<file path="src/rtl/uart_fifo_if.sv">
// uart_fifo_if: 32-bit peripheral bus between the CPU and the UART.
//   data_in  host -> UART write data
//   addr     host -> UART word register index
//   cs       host -> UART block select
//   oe       host -> UART read strobe
//   wstrb    host -> UART byte write enables
//   data_out UART -> host combinational read data (0 unless cs && oe)
interface uart_fifo_if;
  logic [31:0] data_in;
  logic [31:0] data_out;
  logic [5:0]  addr;
  logic        cs;
  logic        oe;
  logic [3:0]  wstrb;

  modport master (output data_in, addr, cs, oe, wstrb, input data_out);
  modport slave  (input data_in, addr, cs, oe, wstrb, output data_out);
endinterface

</file>
<file path="src/rtl/uart_fifo.sv">
// uart_fifo: full-duplex 8-bit UART with TX/RX FIFOs, optional parity,
// 1/2 stop bits, per-byte error flags, sticky overflow flags, level irq.
//   clk, rst  clock, asynchronous active-high reset
//   bus       peripheral bus (slave side): DATA 0x00, STATUS 0x01,
//             CTRL 0x02, BRR 0x03
//   rxd       asynchronous serial input
//   txd       serial output, idle high
//   irq       registered level interrupt
module uart_fifo #(
  parameter int TX_DEPTH  = 16,
  parameter int RX_DEPTH  = 16,
  parameter int BRR_WIDTH = 16,
  parameter int RESET_BRR = 0
) (
  input  logic       clk,
  input  logic       rst,
  uart_fifo_if.slave bus,
  input  logic       rxd,
  output logic       txd,
  output logic       irq
);
  localparam int TAW = $clog2(TX_DEPTH);
  localparam int RAW = $clog2(RX_DEPTH);
  localparam logic [TAW:0]           TX_FULL_CNT = (TAW+1)'(TX_DEPTH);
  localparam logic [RAW:0]           RX_FULL_CNT = (RAW+1)'(RX_DEPTH);
  localparam logic [BRR_WIDTH-1:0]   BRR_RST     = BRR_WIDTH'(RESET_BRR);
  localparam logic [BRR_WIDTH-1:0]   BRR_ONE     = BRR_WIDTH'(1);
  localparam logic [TAW:0]           TP_ONE      = (TAW+1)'(1);
  localparam logic [RAW:0]           RP_ONE      = (RAW+1)'(1);

  typedef enum logic [2:0] {S_IDLE, S_START, S_DATA, S_PAR, S_STOP} state_t;

  // control / status
  logic [7:0]           ctrl_q, ctrl_d;
  logic [BRR_WIDTH-1:0] brr_q, brr_d;
  logic                 rxovf_q, rxovf_d, txovf_q, txovf_d, irq_q, irq_d;

  // FIFOs: pointers carry one extra wrap bit so full and empty differ
  logic [7:0]     tx_mem [TX_DEPTH];
  logic [9:0]     rx_mem [RX_DEPTH];
  logic [TAW:0]   tx_wr_q, tx_wr_d, tx_rd_q, tx_rd_d, tx_cnt;
  logic [RAW:0]   rx_wr_q, rx_wr_d, rx_rd_q, rx_rd_d, rx_cnt;
  logic           tx_empty, tx_full, rx_empty, rx_full, tx_idle;
  logic           tx_push, tx_pop, rx_push, rx_push_req, rx_pop;
  logic [7:0]     tx_head;
  logic [9:0]     rx_head, rx_wdata;

  // transmitter
  state_t               tx_st_q, tx_st_d;
  logic [BRR_WIDTH-1:0] tx_tmr_q, tx_tmr_d;
  logic [2:0]           tx_bit_q, tx_bit_d;
  logic [7:0]           tx_sh_q, tx_sh_d;
  logic                 tx_par_q, tx_par_d, txd_q, txd_d, tx_load;

  // receiver; rx_sync_q[1:0] is the synchroniser, [2] the previous sample
  logic [2:0]           rx_sync_q, rx_sync_d;
  state_t               rx_st_q, rx_st_d;
  logic [BRR_WIDTH-1:0] rx_tmr_q, rx_tmr_d, rx_half_ld;
  logic [BRR_WIDTH:0]   brr_p1;
  logic [2:0]           rx_bit_q, rx_bit_d;
  logic [7:0]           rx_sh_q, rx_sh_d;
  logic                 rx_pe_q, rx_pe_d, rx_s, rx_fall;

  logic wr_data, rd_data, par_en, odd, two_stop, rx_en, tx_en;
  logic [31:0] rdata;
  logic unused_bits;

  assign par_en   = ctrl_q[0] ^ ctrl_q[1];
  assign odd      = ctrl_q[1];
  assign two_stop = ctrl_q[2];
  assign rx_en    = ctrl_q[3];
  assign tx_en    = ctrl_q[4];

  assign wr_data = bus.cs && bus.addr == 6'd0 && bus.wstrb[0];
  assign rd_data = bus.cs && bus.oe && bus.addr == 6'd0;

  assign tx_cnt   = tx_wr_q - tx_rd_q;
  assign rx_cnt   = rx_wr_q - rx_rd_q;
  assign tx_empty = tx_cnt == '0;
  assign tx_full  = tx_cnt == TX_FULL_CNT;
  assign rx_empty = rx_cnt == '0;
  assign rx_full  = rx_cnt == RX_FULL_CNT;
  assign tx_idle  = tx_empty && tx_st_q == S_IDLE;
  assign tx_head  = tx_mem[tx_rd_q[TAW-1:0]];
  assign rx_head  = rx_mem[rx_rd_q[RAW-1:0]];

  // a push into a full FIFO is still accepted when the same edge pops
  assign tx_push = wr_data && (!tx_full || tx_pop);
  assign rx_pop  = rd_data && !rx_empty;
  assign rx_push = rx_push_req && (!rx_full || rx_pop);

  assign rx_s    = rx_sync_q[1];
  assign rx_fall = rx_sync_q[2] && !rx_sync_q[1];
  assign brr_p1  = {1'b0, brr_q} + {{BRR_WIDTH{1'b0}}, 1'b1};
  // timer is checked at zero, so load half-1 to land on the start centre
  assign rx_half_ld = (brr_p1[BRR_WIDTH:1] == '0) ? '0 : brr_p1[BRR_WIDTH:1] - BRR_ONE;

  assign unused_bits = ^{bus.data_in[31:24], bus.wstrb[3], brr_p1[0]};

  // ---------------- transmitter ----------------
  always_comb begin
    tx_st_d  = tx_st_q;
    tx_tmr_d = tx_tmr_q;
    tx_bit_d = tx_bit_q;
    tx_sh_d  = tx_sh_q;
    tx_par_d = tx_par_q;
    txd_d    = txd_q;
    tx_load  = 1'b0;
    if (tx_st_q != S_IDLE)
      tx_tmr_d = (tx_tmr_q == '0) ? brr_q : tx_tmr_q - BRR_ONE;
    case (tx_st_q)
      S_IDLE: begin
        txd_d = 1'b1;
        if (tx_en && !tx_empty) tx_load = 1'b1;
      end
      S_START: if (tx_tmr_q == '0) begin
        tx_st_d  = S_DATA;
        txd_d    = tx_sh_q[0];
        tx_sh_d  = tx_sh_q >> 1;
        tx_bit_d = 3'd0;
      end
      S_DATA: if (tx_tmr_q == '0) begin
        if (tx_bit_q == 3'd7) begin
          tx_bit_d = 3'd0;
          tx_st_d  = par_en ? S_PAR : S_STOP;
          txd_d    = par_en ? tx_par_q : 1'b1;
        end else begin
          tx_bit_d = tx_bit_q + 3'd1;
          txd_d    = tx_sh_q[0];
          tx_sh_d  = tx_sh_q >> 1;
        end
      end
      S_PAR: if (tx_tmr_q == '0) begin
        tx_st_d = S_STOP;
        txd_d   = 1'b1;
      end
      S_STOP: if (tx_tmr_q == '0) begin
        if (two_stop && tx_bit_q == 3'd0) tx_bit_d = 3'd1;
        else if (tx_en && !tx_empty)      tx_load  = 1'b1;  // no idle gap
        else                              tx_st_d  = S_IDLE;
      end
      default: tx_st_d = S_IDLE;
    endcase
    if (tx_load) begin
      tx_st_d  = S_START;
      txd_d    = 1'b0;
      tx_tmr_d = brr_q;
      tx_bit_d = 3'd0;
      tx_sh_d  = tx_head;
      tx_par_d = ^tx_head ^ odd;
    end
  end
  assign tx_pop = tx_load;

  // ---------------- receiver ----------------
  always_comb begin
    rx_sync_d   = {rx_sync_q[1:0], rxd};
    rx_st_d     = rx_st_q;
    rx_tmr_d    = rx_tmr_q;
    rx_bit_d    = rx_bit_q;
    rx_sh_d     = rx_sh_q;
    rx_pe_d     = rx_pe_q;
    rx_push_req = 1'b0;
    if (rx_st_q != S_IDLE)
      rx_tmr_d = (rx_tmr_q == '0) ? brr_q : rx_tmr_q - BRR_ONE;
    case (rx_st_q)
      S_IDLE: if (rx_fall) begin
        rx_st_d  = S_START;
        rx_tmr_d = rx_half_ld;
      end
      S_START: if (rx_tmr_q == '0) begin
        rx_st_d  = rx_s ? S_IDLE : S_DATA;  // high at centre: false start
        rx_bit_d = 3'd0;
      end
      S_DATA: if (rx_tmr_q == '0) begin
        rx_sh_d = {rx_s, rx_sh_q[7:1]};
        if (rx_bit_q == 3'd7) begin
          rx_st_d = par_en ? S_PAR : S_STOP;
          rx_pe_d = 1'b0;
        end else begin
          rx_bit_d = rx_bit_q + 3'd1;
        end
      end
      S_PAR: if (rx_tmr_q == '0) begin
        rx_pe_d = rx_s ^ (^rx_sh_q) ^ odd;
        rx_st_d = S_STOP;
      end
      S_STOP: if (rx_tmr_q == '0) begin
        rx_push_req = 1'b1;
        rx_st_d     = S_IDLE;
      end
      default: rx_st_d = S_IDLE;
    endcase
    if (!rx_en) begin
      rx_st_d     = S_IDLE;
      rx_push_req = 1'b0;
    end
  end
  // after a framing error the line is low, so rx_fall only re-arms on high
  assign rx_wdata = {!rx_s, rx_pe_q, rx_sh_q};

  // ---------------- registers and FIFO pointers ----------------
  always_comb begin
    ctrl_d  = ctrl_q;
    brr_d   = brr_q;
    rxovf_d = rxovf_q;
    txovf_d = txovf_q;
    tx_wr_d = tx_wr_q + (tx_push ? TP_ONE : '0);
    tx_rd_d = tx_rd_q + (tx_pop  ? TP_ONE : '0);
    rx_wr_d = rx_wr_q + (rx_push ? RP_ONE : '0);
    rx_rd_d = rx_rd_q + (rx_pop  ? RP_ONE : '0);
    if (bus.cs && bus.addr == 6'd1 && bus.wstrb[0]) begin
      if (bus.data_in[5]) rxovf_d = 1'b0;
      if (bus.data_in[6]) txovf_d = 1'b0;
    end
    // overflow setting wins over a same-cycle clear
    if (wr_data && !tx_push)     txovf_d = 1'b1;
    if (rx_push_req && !rx_push) rxovf_d = 1'b1;
    if (bus.cs && bus.addr == 6'd2 && bus.wstrb[0]) ctrl_d = bus.data_in[7:0];
    if (bus.cs && bus.addr == 6'd3)
      for (int i = 0; i < BRR_WIDTH; i++)
        if (bus.wstrb[i/8]) brr_d[i] = bus.data_in[i];
    irq_d = (ctrl_q[5] & !rx_empty) | (ctrl_q[6] & tx_empty) |
            (ctrl_q[7] & (rxovf_q | txovf_q));
  end

  always_comb begin
    rdata = '0;
    if (bus.cs && bus.oe)
      case (bus.addr)
        6'd0:    rdata = rx_empty ? '0 : {22'b0, rx_head};
        6'd1:    rdata = {8'h00, 8'(tx_cnt), 8'(rx_cnt), 1'b0, txovf_q, rxovf_q,
                          tx_idle, tx_full, tx_empty, rx_full, !rx_empty};
        6'd2:    rdata = {24'b0, ctrl_q};
        6'd3:    rdata = 32'(brr_q);
        default: rdata = '0;
      endcase
  end
  assign bus.data_out = rdata;
  assign txd = txd_q;
  assign irq = irq_q;

  always_ff @(posedge clk) begin
    if (tx_push) tx_mem[tx_wr_q[TAW-1:0]] <= bus.data_in[7:0];
    if (rx_push) rx_mem[rx_wr_q[RAW-1:0]] <= rx_wdata;
  end

  always_ff @(posedge clk or posedge rst) begin
    if (rst) begin
      ctrl_q    <= 8'h18;
      brr_q     <= BRR_RST;
      rxovf_q   <= 1'b0;
      txovf_q   <= 1'b0;
      irq_q     <= 1'b0;
      tx_wr_q   <= '0;
      tx_rd_q   <= '0;
      rx_wr_q   <= '0;
      rx_rd_q   <= '0;
      tx_st_q   <= S_IDLE;
      tx_tmr_q  <= '0;
      tx_bit_q  <= '0;
      tx_sh_q   <= '0;
      tx_par_q  <= 1'b0;
      txd_q     <= 1'b1;
      rx_sync_q <= '1;
      rx_st_q   <= S_IDLE;
      rx_tmr_q  <= '0;
      rx_bit_q  <= '0;
      rx_sh_q   <= '0;
      rx_pe_q   <= 1'b0;
    end else begin
      ctrl_q    <= ctrl_d;
      brr_q     <= brr_d;
      rxovf_q   <= rxovf_d;
      txovf_q   <= txovf_d;
      irq_q     <= irq_d;
      tx_wr_q   <= tx_wr_d;
      tx_rd_q   <= tx_rd_d;
      rx_wr_q   <= rx_wr_d;
      rx_rd_q   <= rx_rd_d;
      tx_st_q   <= tx_st_d;
      tx_tmr_q  <= tx_tmr_d;
      tx_bit_q  <= tx_bit_d;
      tx_sh_q   <= tx_sh_d;
      tx_par_q  <= tx_par_d;
      txd_q     <= txd_d;
      rx_sync_q <= rx_sync_d;
      rx_st_q   <= rx_st_d;
      rx_tmr_q  <= rx_tmr_d;
      rx_bit_q  <= rx_bit_d;
      rx_sh_q   <= rx_sh_d;
      rx_pe_q   <= rx_pe_d;
    end
  end
endmodule

</file>
<file path="src/flat_wrapper.sv">
// flat-port wrapper written by rule: the top's interface ports become plain ports
module uart_fifo_flat 
#(
  parameter int TX_DEPTH  = 16,
  parameter int RX_DEPTH  = 16,
  parameter int BRR_WIDTH = 16,
  parameter int RESET_BRR = 0
)
  (clk, rst, rxd, txd, irq, bus_data_in, bus_addr, bus_cs, bus_oe, bus_wstrb, bus_data_out);
  uart_fifo_if bus_i ();
  input  logic clk;
  input  logic rst;
  input  logic rxd;
  output logic txd;
  output logic irq;
  input wire logic [$bits(bus_i.data_in)-1:0] bus_data_in;
  input wire logic [$bits(bus_i.addr)-1:0] bus_addr;
  input wire logic [$bits(bus_i.cs)-1:0] bus_cs;
  input wire logic [$bits(bus_i.oe)-1:0] bus_oe;
  input wire logic [$bits(bus_i.wstrb)-1:0] bus_wstrb;
  output wire logic [$bits(bus_i.data_out)-1:0] bus_data_out;
  assign bus_i.data_in = bus_data_in;
  assign bus_i.addr = bus_addr;
  assign bus_i.cs = bus_cs;
  assign bus_i.oe = bus_oe;
  assign bus_i.wstrb = bus_wstrb;
  assign bus_data_out = bus_i.data_out;
  uart_fifo #(.TX_DEPTH(TX_DEPTH), .RX_DEPTH(RX_DEPTH), .BRR_WIDTH(BRR_WIDTH), .RESET_BRR(RESET_BRR)) u_core (.clk(clk), .rst(rst), .bus(bus_i), .rxd(rxd), .txd(txd), .irq(irq));
endmodule
</file>
<file path="config.mk">
export PLATFORM = sky130hd
export DESIGN_NAME = uart_fifo_flat
export DESIGN_NICKNAME = d
export VERILOG_FILES = /design/src/rtl/uart_fifo_if.sv /design/src/rtl/uart_fifo.sv /design/src/flat_wrapper.sv
export SDC_FILE = /design/constraint.sdc
export NUM_CORES = 1
export LEC_CHECK = 0
export CORE_MARGIN = 2
export CORE_UTILIZATION = 65
export CTS_BUF_LIST = sky130_fd_sc_hd__clkbuf_16
export DETAILED_ROUTE_END_ITERATION = 8
export GPL_ROUTABILITY_DRIVEN = 0
export PLACE_DENSITY = 0.85
export RECOVER_POWER = 100
export SETUP_SLACK_MARGIN = 0.15
export SYNTH_ARGS = -nofsm -noshare
export SYNTH_HDL_FRONTEND = slang
export SYNTH_SLANG_ARGS = --single-unit
</file>
<file path="constraint.sdc">
create_clock -name clk -period 8.5 [get_ports clk]
set_input_delay 0.85 -clock clk [delete_from_list [all_inputs] [get_ports clk]]
set_output_delay 0.85 -clock clk [all_outputs]
set_load 0.005 [all_outputs]
</file>
# After elaboration in Yosys (flattened, before gate mapping)
# Memory sizes are Yosys's and may differ from the RTL's.
# Index checks and enable logic that the tools add are counted.
[word_totals] register_bits=113 mem_bits_rw=288 in_bits=47 out_inout_bits=34 word_cells=221 mem_count=2
[op_classes] add_sub_neg=12 eq_ne=36 muxes=77 n_bitwise=10 n_reduce_logical=62
[memory_table] name="u_core.rx_mem" depth=16 word_bits=10 rd=1 rd_clocked_by_memory_dff=0 write_ports=1 line="uart_fifo.sv:40" text="logic [9:0] rx_mem [RX_DEPTH];"
[memory_table] name="u_core.tx_mem" depth=16 word_bits=8 rd=1 rd_clocked_by_memory_dff=0 write_ports=1 line="uart_fifo.sv:39" text="logic [7:0] tx_mem [TX_DEPTH];"
[ops] operator="2-to-1 mux 16 bit" count=8
[ops] operator="case mux 32 bit (4 select lines)" count=1
[ops] operator="2-to-1 mux 3 bit" count=24
[ops] operator="logical NOT 16 bit" count=3
[ops] operator="subtractor 16 x 1 -> 16 bit (second input constant)" count=3
[ops] operator="2-to-1 mux 32 bit" count=1
[ops] operator="2-to-1 mux 8 bit" count=4
[ops] operator="case mux 3 bit (5 select lines)" count=2
[ops] operator="2-to-1 mux 1 bit" count=29
[ops] operator="adder 5 bit" count=4
[ops] operator="logical AND 1 bit" count=18
[ops] operator="inequality test 3 x 1 -> 1 bit (second input constant)" count=6
[ops] operator="inequality test 3 bit (second input constant)" count=6
[ops] operator="adder 16 x 1 -> 17 bit (second input constant)" count=1
[ops] operator="case mux 8 bit (2 select lines)" count=1
[ops] operator="AND reduction 4 bit" count=4
[ops] operator="XOR reduction 8 bit" count=2
[ops] operator="nonzero test 2 bit" count=7
[ops] operator="== test 3 x 2 -> 1 bit (second input constant)" count=4
[ops] operator="== test 3 bit (second input constant)" count=4
[ops] operator="== test 6 x 2 -> 1 bit (second input constant)" count=2
[ops] operator="== test 5 bit (second input constant)" count=2
[ops] operator="logical NOT 5 bit" count=2
[ops] operator="2-to-1 mux 10 bit" count=1
[ops] operator="26 further kinds" count=58

# Longest topological paths before layout
# Gate-level depths: netlist (run 1).
[depth] ltp_word=14 mapped_depth=15 depth_no_buf=14

# Worst setup path before layout (run 1)
# No wires, ideal clock.
[synth_path] path_kind="register to register" from="register u_core.tx_rd_q[1]" to="memory u_core.tx_mem[0][0] (enable)" arrival_ns=3.651 required_ns=8.105 slack_ns=4.454 stages_incl_launch_ff=13 n_path_buf=2 synth_period_minus_slack_ns=4.046 path_cell_list="dfrtp_1 > clkbuf_1 > buf_1 > inv_1 > fa_1 > a21o_1 > a21oi_1 > xnor2_1 > o211ai_1 > nand2_1 > a21oi_1 > nand2_1 > nor4_1"
[synth_via] elab_chain_cells=12 elab_cells_between_ends=14 cone_classes="add/sub: 1; eq/ne: 1; mux: 6; reduce/logical: 6"
[synth_lines] element="from (decl)" line="uart_fifo.sv:41" text="logic [TAW:0] tx_wr_q, tx_wr_d, tx_rd_q, tx_rd_d, tx_cnt;"
[synth_lines] element="from (signal assigned)" line="uart_fifo.sv:278" text="tx_rd_q <= tx_rd_d;"
[synth_lines] element="subtractor 5 bit *" line="uart_fifo.sv:77" text="assign tx_cnt = tx_wr_q - tx_rd_q;"
[synth_lines] element="logical NOT 5 bit" line="uart_fifo.sv:79" text="assign tx_empty = tx_cnt == '0;"
[synth_lines] element="logical NOT 1 bit" line="uart_fifo.sv:114, uart_fifo.sv:139"
[synth_lines] element="logical AND 1 bit" line="uart_fifo.sv:114, uart_fifo.sv:139"
[synth_lines] element="2-to-1 mux 1 bit" line="uart_fifo.sv:114, uart_fifo.sv:139"
[synth_lines] element="2-to-1 mux 1 bit" line="uart_fifo.sv:138" text="if (two_stop && tx_bit_q == 3'd0) tx_bit_d = 3'd1;"
[synth_lines] element="2-to-1 mux 1 bit" line="uart_fifo.sv:137" text="S_STOP: if (tx_tmr_q == '0) begin"
[synth_lines] element="case mux 1 bit (2 select lines)" line="uart_fifo.sv:111" text="case (tx_st_q)"
[synth_lines] element="logical OR 1 bit *" line="uart_fifo.sv:88" text="assign tx_push = wr_data && (!tx_full || tx_pop);"
[synth_lines] element="logical AND 1 bit *" line="uart_fifo.sv:88"
[synth_lines] element="2-to-1 mux 1 bit *" line="uart_fifo.sv:244" text="if (tx_push) tx_mem[tx_wr_q[TAW-1:0]] <= bus.data_in[7:0];"
[synth_lines] element="2-to-1 mux 1 bit (implied by the code) *" line="uart_fifo.sv:244"
[synth_lines] element="to (decl)" line="uart_fifo.sv:39"
# Every way passes the cells marked *; elsewhere a longest branch is shown, timed or not.

# Worst setup path in the final report (run 1)
[layout_path] from="register u_core.rx_rd_q[1]" to="output port bus_data_out[0]"
[layout_via] elab_chain_cells=5 elab_cells_between_ends=7 cone_classes="add/sub: 1; mux: 3; reduce/logical: 2; memory: 1"
[layout_lines] element="from (decl)" line="uart_fifo.sv:42" text="logic [RAW:0] rx_wr_q, rx_wr_d, rx_rd_q, rx_rd_d, rx_cnt;"
[layout_lines] element="from (signal assigned)" line="uart_fifo.sv:280" text="rx_rd_q <= rx_rd_d;"
[layout_lines] element="subtractor 5 bit" line="uart_fifo.sv:78" text="assign rx_cnt = rx_wr_q - rx_rd_q;"
[layout_lines] element="logical NOT 5 bit" line="uart_fifo.sv:81" text="assign rx_empty = rx_cnt == '0;"
[layout_lines] element="2-to-1 mux 10 bit / logical NOT 1 bit (equally long branches)" line="uart_fifo.sv:231, uart_fifo.sv:233"
[layout_lines] element="case mux 32 bit (4 select lines) *" line="uart_fifo.sv:230" text="case (bus.addr)"
[layout_lines] element="2-to-1 mux 32 bit *" line="uart_fifo.sv:229" text="if (bus.cs && bus.oe)"
[layout_lines] element="to (decl)" line="flat_wrapper.sv:21" text="output wire logic [$bits(bus_i.data_out)-1:0] bus_data_out;"
# Marks and branches as above.

==> metrics, run 1 <==
reported leakage power=approximately 7.3 nW; Power Total=about 5.0 mW; leading area contributor after synthesis=sky130_fd_sc_hd__edfxtp_1; kind of start point of the critical path=flip-flop; P&R area growth vs syn=10.6%; cell area after synthesis=approximately 18000 um^2; Required @ worst endpoint=between 7000 and 8000 ps; Placement Cell Area=between 15000 and 20000 um^2; effective utilization at floorplan=0.661; kind of path behind the tightest hold check=reg2reg; Final Hold Fails=0; number of buffer cells added on primary ports=a little over 50; Post-CTS Hold Buffers=0; number of instances in the synthesized netlist=between 1k and 1.5k; Vias/cell=~6.7; remaining antenna violation count after routing=0; final critical path time including I/O delays and setup=6130 ps; Sink Count=around 400; Arrival @ worst endpoint=approximately 5300 ps; number of vias in the routed layout=11.7k; transition at the pin with the smallest max-transition slack=2020 ps; count of different cell masters after synthesis=a little under 70; hold depth=0; max_slew headroom=-0.349; logic depth of the worst register-to-register path=10; Achievable Freq=roughly 0.16 GHz; share of post-route cells with drive strength above 1=0.150; grt total ovfl=0; HPWL after detailed placement=27300 um; endpoint of the worst hold path=u_core.rx_sync_q[1]; clock buffer count from CTS=a little over 40; fraction of synthesized cell area taken by the top area cell type=0.471; area enclosed by the die boundary=~30000 um^2; post-synthesis area per instance=between 10 and 15 um^2; Yosys reg bits=approximately 400; number of antenna cells inserted=0; number of buffers between clock root and the deepest sink=3; final-layout fill cell count=around 1.7k; number of antenna violations at the first check in global routing=2; Max VDD drop=0.000194 V; most used flip-flop cell after synthesis=sky130_fd_sc_hd__edfxtp_1; clk_skew=23.5 ps; max-cap violations=3; via count of the first global-routing pass=approximately 11k; first-pass GRT wire length=just under 70000 um; result of the run=complete, but fails checks; initial drt markers=1515; most used cells in the layout excluding fill and tap cells=288 x sky130_fd_sc_hd__edfxtp_1, 105 x sky130_fd_sc_hd__dfrtp_1, 86 x sky130_fd_sc_hd__mux4_2; number of setup violations in the final report=0; Die H=between 150 and 200 um; WL met3=approximately 3900 um; iteration count of the initial detailed-routing pass=7; setup repair after global routing missed its margin=false; leading cell type in the layout, fill and taps excluded=sky130_fd_sc_hd__edfxtp_1; worst-path maximum fanout=44; number of pins exceeding their max-slew limit in the final report=100; standard-cell row count=61; relative contribution of the clock network to total power=0.338; Top Ports=81; overall routed net length=approximately 43000 um; Comb power frac=0.194; worst-skew pair later-pin latency=540 ps; count of flip-flops with a built-in enable after synthesis=288; DRC violation count after routing=0; violations in the final reports=capacitance limit, slew limit; net total in the final layout=~1.4k; post-DR wirelength/cell=around 25 um; areal power density over the cells=about 250 nW/um^2; warnings from Yosys=0; Reg-to-Reg End=u_core.rx_mem[2][0]; highest metal layer used by the detailed router=met5; routed wire length on met2=approximately 22000 um; TritonCTS clock tree=built; portion of total power attributed to sequential cells=0.468; leading cell types by total area after synthesis=sky130_fd_sc_hd__edfxtp_1 47%, sky130_fd_sc_hd__dfrtp_1 15%, sky130_fd_sc_hd__mux4_2 11%, sky130_fd_sc_hd__mux2_2 2.4%, sky130_fd_sc_hd__xnor2_1 2.3%; CTS clock-pin slew for the worst setup and hold paths=around 60 ps; worst flop-to-flop path startpoint=u_core.rx_rd_q[1]; hold path start=u_core.rx_sync_q[0]; Setup Crit Path Kind=reg2out; register-to-register setup slack=between 3000 and 4000 ps; total core area=27800 um^2; period utilization=0.722; number of buffers inserted to repair setup after CTS=0; finished layout cell area=between 20000 and 25000 um^2; sequential element share of the synthesized area=0.626; proportion of synthesized flip-flops having asynchronous set or reset=0.282; root buffer cell=sky130_fd_sc_hd__clkbuf_16; post-CTS resize count=0; net switching power of the design=~1.4 mW; DIE WIDTH=around 170 um; capturing element type of the critical path=output port; Internal Power=between 3 and 4 mW; final standard cell utilization of the core=0.731; net switching fraction of the power=0.283; number of H-tree levels=2; gr usage total=0.307; final total negative setup slack=0 ps; met1 wire length=around 17000 um; largest net degree at the start of global routing=80
Yosys cell counts, types with 3 or more instances:
cell type	number
sky130_fd_sc_hd__a31oi_1	16
sky130_fd_sc_hd__mux2i_1	13
sky130_fd_sc_hd__nor2b_1	5
sky130_fd_sc_hd__edfxtp_1	288
sky130_fd_sc_hd__ha_1	25
sky130_fd_sc_hd__dfrtp_1	107
sky130_fd_sc_hd__a21o_1	4
sky130_fd_sc_hd__and3_1	16
sky130_fd_sc_hd__or2_2	3
sky130_fd_sc_hd__o22ai_1	4
sky130_fd_sc_hd__dfstp_2	6
sky130_fd_sc_hd__nor4_1	9
sky130_fd_sc_hd__nand2_1	82
sky130_fd_sc_hd__buf_1	9
sky130_fd_sc_hd__a221oi_1	9
sky130_fd_sc_hd__inv_1	31
sky130_fd_sc_hd__nand3_1	56
sky130_fd_sc_hd__and2_1	5
sky130_fd_sc_hd__buf_2	8
sky130_fd_sc_hd__nor3_1	41
sky130_fd_sc_hd__nor2_1	79
sky130_fd_sc_hd__mux4_2	86
sky130_fd_sc_hd__nand2b_1	9
sky130_fd_sc_hd__or3_1	9
sky130_fd_sc_hd__buf_4	11
sky130_fd_sc_hd__a22oi_1	9
sky130_fd_sc_hd__xnor2_1	48
sky130_fd_sc_hd__or4_1	9
sky130_fd_sc_hd__a22o_1	3
sky130_fd_sc_hd__o211ai_1	4
sky130_fd_sc_hd__o21a_1	3
sky130_fd_sc_hd__a211oi_1	5
sky130_fd_sc_hd__nand4_1	6
sky130_fd_sc_hd__nor3b_1	3
sky130_fd_sc_hd__a21oi_1	55
sky130_fd_sc_hd__mux2_2	39
sky130_fd_sc_hd__o21ai_0	68
sky130_fd_sc_hd__xor2_1	20
sky130_fd_sc_hd__clkbuf_1	53
how the worst max path moves through the flow:
| stage | from | to | slack, ps | depth (start not counted) |
|---|---|---|---|---|
| floorplan | u_core.tx_rd_q[1] | u_core.tx_mem[0][0] | 4450 | 12 |
| global placement | u_core.tx_rd_q[0] | u_core.tx_mem[6][7] | 3760 | 12 |
| detailed placement | u_core.tx_rd_q[0] | u_core.tx_mem[9][5] | 3640 | 12 |
| CTS | u_core.rx_rd_q[1] | bus_data_out[0] | 3240 | 9 |
| global route | u_core.rx_rd_q[1] | bus_data_out[0] | 2130 | 9 |
| finish | u_core.rx_rd_q[1] | bus_data_out[0] | 2370 | 9 |
logic make-up after synthesis:
| logic type | synth area share |
|---|---|
| compound gates | 0.0653 |
| flops | 0.626 |
| mux | 0.137 |
| simple gates | 0.0939 |
| fa+ha+maj | 0.0192 |
| xor+xnor | 0.0324 |
| buf+inv | 0.0267 |
| other cells | 0.000204 |
power groups by stage:
stage	logic, mW	registers, mW	clock network (mW)
final	0.965	2.34	1.69
after global routing	1.06	2.35	1.77
after CTS	0.967	2.33	1.70
after detailed placement	0.949	2.37	0
after global placement	0.914	2.36	0
after floorplan	0.771	2.32	0
critical path: stages (launching register included):
cell and delay (ps):
sky130_fd_sc_hd__dfrtp_1 1700, sky130_fd_sc_hd__inv_1 160, sky130_fd_sc_hd__ha_1 380, sky130_fd_sc_hd__a21o_1 190, sky130_fd_sc_hd__a21oi_1 190, sky130_fd_sc_hd__xor2_1 310, sky130_fd_sc_hd__nand3_1 490, sky130_fd_sc_hd__o2111ai_1 400
sky130_fd_sc_hd__a31oi_1 250, sky130_fd_sc_hd__dlygate4sd3_1 660
layout make-up:
type	count	area, um^2	area share
multi-input cells	790	6390	0.315
clock inverters	33	215	0.0106
repair buffers	65	589	0.0290
inverters	33	125	0.00616
clock buffers	41	1030	0.0505
well taps	378	473	0.0233
flip-flops and latches	401	11500	0.566
per-stage QoR:
step	std cells	worst slack, ps	hold slack, ps
2_1_floorplan	1306	4450	345
5_1_grt	1741	2130	366
6_report	1741	2370	362
3_5_place_dp	1666	3640	347
3_3_place_gp	1666	3760	346
4_1_cts	1740	3240	357
layer usage:
| layer | vias to the layer above | track usage |
|---|---|---|
| li1 | 5013 | - |
| met3 | 94 | 0.0526 |
| met1 | 5901 | 0.424 |
| met4 | 2 | 0.0778 |
| met2 | 694 | 0.516 |
| met5 | - | 0 |
sequential cells by signal, indices dropped and copies added (netlist names), 5 cells and up:
signal / flops
u_core.brr_q: 16
u_core.tx_mem: 128
u_core.rx_tmr_q: 16
u_core.rx_wr_q: 5
u_core.rx_rd_q: 5
u_core.rx_mem: 160
u_core.tx_sh_q: 8
u_core.ctrl_q: 8
u_core.tx_rd_q: 5
u_core.tx_wr_q: 5
u_core.tx_tmr_q: 16
u_core.rx_sh_q: 8
Note: power is estimated with default switching activity, not from simulation.
==> run 2, diff against run 1 <==
--- a/config.mk
+++ b/config.mk
@@ -6,11 +6,11 @@
 export NUM_CORES = 1
 export LEC_CHECK = 0
 export CORE_MARGIN = 2
-export CORE_UTILIZATION = 65
+export CORE_UTILIZATION = 61
 export CTS_BUF_LIST = sky130_fd_sc_hd__clkbuf_16
 export DETAILED_ROUTE_END_ITERATION = 8
 export GPL_ROUTABILITY_DRIVEN = 0
-export PLACE_DENSITY = 0.85
+export PLACE_DENSITY = 0.8
 export RECOVER_POWER = 100
 export SETUP_SLACK_MARGIN = 0.15
 export SYNTH_ARGS = -nofsm -noshare
==> constraint.sdc (replaced) <==
create_clock -name clk -period 6.35 [get_ports clk]
set_input_delay 0.635 -clock clk [delete_from_list [all_inputs] [get_ports clk]]
set_output_delay 0.635 -clock clk [all_outputs]
set_load 0.005 [all_outputs]
==> run 2 against run 1 <==
Compared with the run above:
- the run still ends with capacitance limit, slew limit left
- worst setup slack worse by 1600 ps
- critical path depth is 1 higher
- clock skew is 7.0 ps lower
- routed wire length is 4.4% lower
- core utilization is 4.1 points lower
- total power is 37% higher
- largest cell class unchanged
==> metrics, run 2 (synthesized netlist as in run 1, its figures left out) <==
HPWL after detailed placement=26900 um (was 27300 um); capturing element type of the critical path=output port (unchanged); worst flop-to-flop path startpoint=u_core.tx_wr_q[0] (was u_core.rx_rd_q[1]); kind of start point of the critical path=flip-flop (unchanged); total core area=29600 um^2 (was 27800 um^2); finished layout cell area=20500 um^2 (was 20300 um^2); effective utilization at floorplan=0.619 (was 0.661); number of setup violations in the final report=0 (unchanged); most used cells in the layout excluding fill and tap cells=288 x sky130_fd_sc_hd__edfxtp_1, 105 x sky130_fd_sc_hd__dfrtp_1, 86 x sky130_fd_sc_hd__mux4_2 (unchanged); remaining antenna violation count after routing=0 (unchanged); number of H-tree levels=2 (unchanged); Final Hold Fails=0 (unchanged); TritonCTS clock tree=built (unchanged); number of buffers between clock root and the deepest sink=3 (unchanged); first-pass GRT wire length=64300 um (was 67300 um); transition at the pin with the smallest max-transition slack=2780 ps (was 2020 ps); leading cell type in the layout, fill and taps excluded=sky130_fd_sc_hd__edfxtp_1 (unchanged); kind of path behind the tightest hold check=reg2reg (unchanged); final total negative setup slack=0 ps (unchanged); net total in the final layout=1410 (was 1406); hold depth=0 (unchanged); period utilization=0.873; areal power density over the cells=334 nW/um^2 (was 246 nW/um^2); reported leakage power=7.38 nW (was 7.34 nW); register-to-register setup slack=1730 ps (was 3430 ps); violations in the final reports=capacitance limit, slew limit (unchanged); result of the run=complete, but fails checks (unchanged); DIE WIDTH=177 um (was 172 um); setup slack of the critical path after layout=808 ps (was 2370 ps); logic depth of the worst register-to-register path=12 (was 10); clk_skew=16.5 ps (was 23.5 ps); number of antenna cells inserted=0 (unchanged); max FFs per register=160 (unchanged); Vias/cell=6.46 (was 6.72); Max VDD drop=0.000276 V (was 0.000194 V); area enclosed by the die boundary=31500 um^2 (was 29600 um^2); clock buffer count from CTS=42 (was 41); Reg-to-Reg End=u_core.tx_mem[4][2] (was u_core.rx_mem[2][0]); number of vias in the routed layout=11.4k (was 11.7k); DRC violation count after routing=0 (unchanged); largest net degree at the start of global routing=62 (was 80); worst-path maximum fanout=27 (was 44); worst-skew pair later-pin latency=550 ps (was 540 ps); grt total ovfl=0 (unchanged); Die H=177 um (was 172 um); Required @ worst endpoint=5710 ps (was 7650 ps); via count of the first global-routing pass=11.3k (was 11.5k); Top Ports=81 (unchanged); max_slew headroom=-0.856 (was -0.349); number of cells after detailed placement=1682 (was 1666); filler-free cell count of the finished design=1758 (was 1741); number of buffers inserted to repair setup after CTS=0 (unchanged); root buffer cell=sky130_fd_sc_hd__clkbuf_16 (unchanged); iteration count of the initial detailed-routing pass=6 (was 7); initial drt markers=1232 (was 1515); CTS clock-pin slew for the worst setup and hold paths=60 ps (about the same); share of post-route cells with drive strength above 1=0.152 (was 0.150); number of antenna violations at the first check in global routing=1 (was 2); Sink Count=401 (unchanged); standard-cell row count=63 (was 61); final critical path time including I/O delays and setup=between 5000 and 6000 ps; Post-CTS Hold Buffers=0 (unchanged); P&R area growth vs syn=11.4% (was 10.6%); setup repair after global routing missed its margin=false (unchanged); number of pins exceeding their max-slew limit in the final report=168 (was 100); number of buffer cells added on primary ports=51 (unchanged); gr usage total=0.270 (was 0.307); Achievable Freq=roughly 0.18 GHz; Setup Crit Path Kind=reg2out (unchanged); post-DR wirelength/cell=23.6 um (was 25.0 um); overall routed net length=41600 um (was 43500 um); endpoint of the worst hold path=u_core.rx_sync_q[1] (unchanged); Arrival @ worst endpoint=4910 ps (was 5280 ps); Placement Cell Area=19200 um^2 (was 19100 um^2); hold path start=u_core.rx_sync_q[0] (unchanged); max-cap violations=4 (was 3); post-CTS resize count=0 (unchanged); Place WS=1930 ps (was 3640 ps)
run 2: metrics by stage:
stage	util	power (mW)	hold WS, ps
after floorplan	-	4.13	345
after global placement	0.646	4.39	353
after detailed placement	0.646	4.45	347
after CTS	0.693	6.85	359
after global routing	0.690	7.10	367
final	0.690	6.83	371
run 2: layer usage:
metal  vias to the layer above  track usage  wire length (um)
met3                       119       0.0456              2690
met5                         -            0                13
li1                       5032            -                 -
met4                         2       0.0987              1410
met2                       468        0.443             20600
met1                      5743        0.368             16900
run 2: how the worst max path moves through the flow:
stage | startpoint | endpoint | cells past startpoint
floorplan | u_core.tx_rd_q[1] | u_core.tx_mem[0][0] | 12
global placement | u_core.rx_rd_q[1] | bus_data_out[0] | 10
detailed placement | u_core.rx_rd_q[1] | bus_data_out[0] | 10
CTS | u_core.rx_rd_q[1] | bus_data_out[0] | 10
global route | u_core.rx_rd_q[1] | bus_data_out[0] | 10
finish | u_core.rx_rd_q[1] | bus_data_out[0] | 10
run 2: power by group:
group / total (mW) / switching (mW) / internal, mW
Clock: 2.41 / 1.01 / 1.40
Combinational: 1.29 / 0.709 / 0.582
Sequential: 3.13 / 0.180 / 2.95
Total: 6.83 / 1.90 / 4.93
run 2: layout make-up:
class | instances | area (um^2)
timing repair buffer | 68 | 594
clock buffer | 43 | 1080
tap | 390 | 488
sequential | 401 | 11500
inverter | 33 | 125
fill | 1973 | 9190
multi-input combinational | 790 | 6390
clock inverter | 33 | 292
run 2: worst max-delay path: stages (launching register included):
cell and delay (ps):
sky130_fd_sc_hd__dfrtp_1 1010, sky130_fd_sc_hd__buf_4 500, sky130_fd_sc_hd__inv_1 90, sky130_fd_sc_hd__ha_1 310
sky130_fd_sc_hd__a21o_1 190, sky130_fd_sc_hd__a21oi_1 200, sky130_fd_sc_hd__xor2_1 310, sky130_fd_sc_hd__nand3_1 510
sky130_fd_sc_hd__o2111ai_1 390, sky130_fd_sc_hd__a31oi_1 210, sky130_fd_sc_hd__dlygate4sd3_1 630
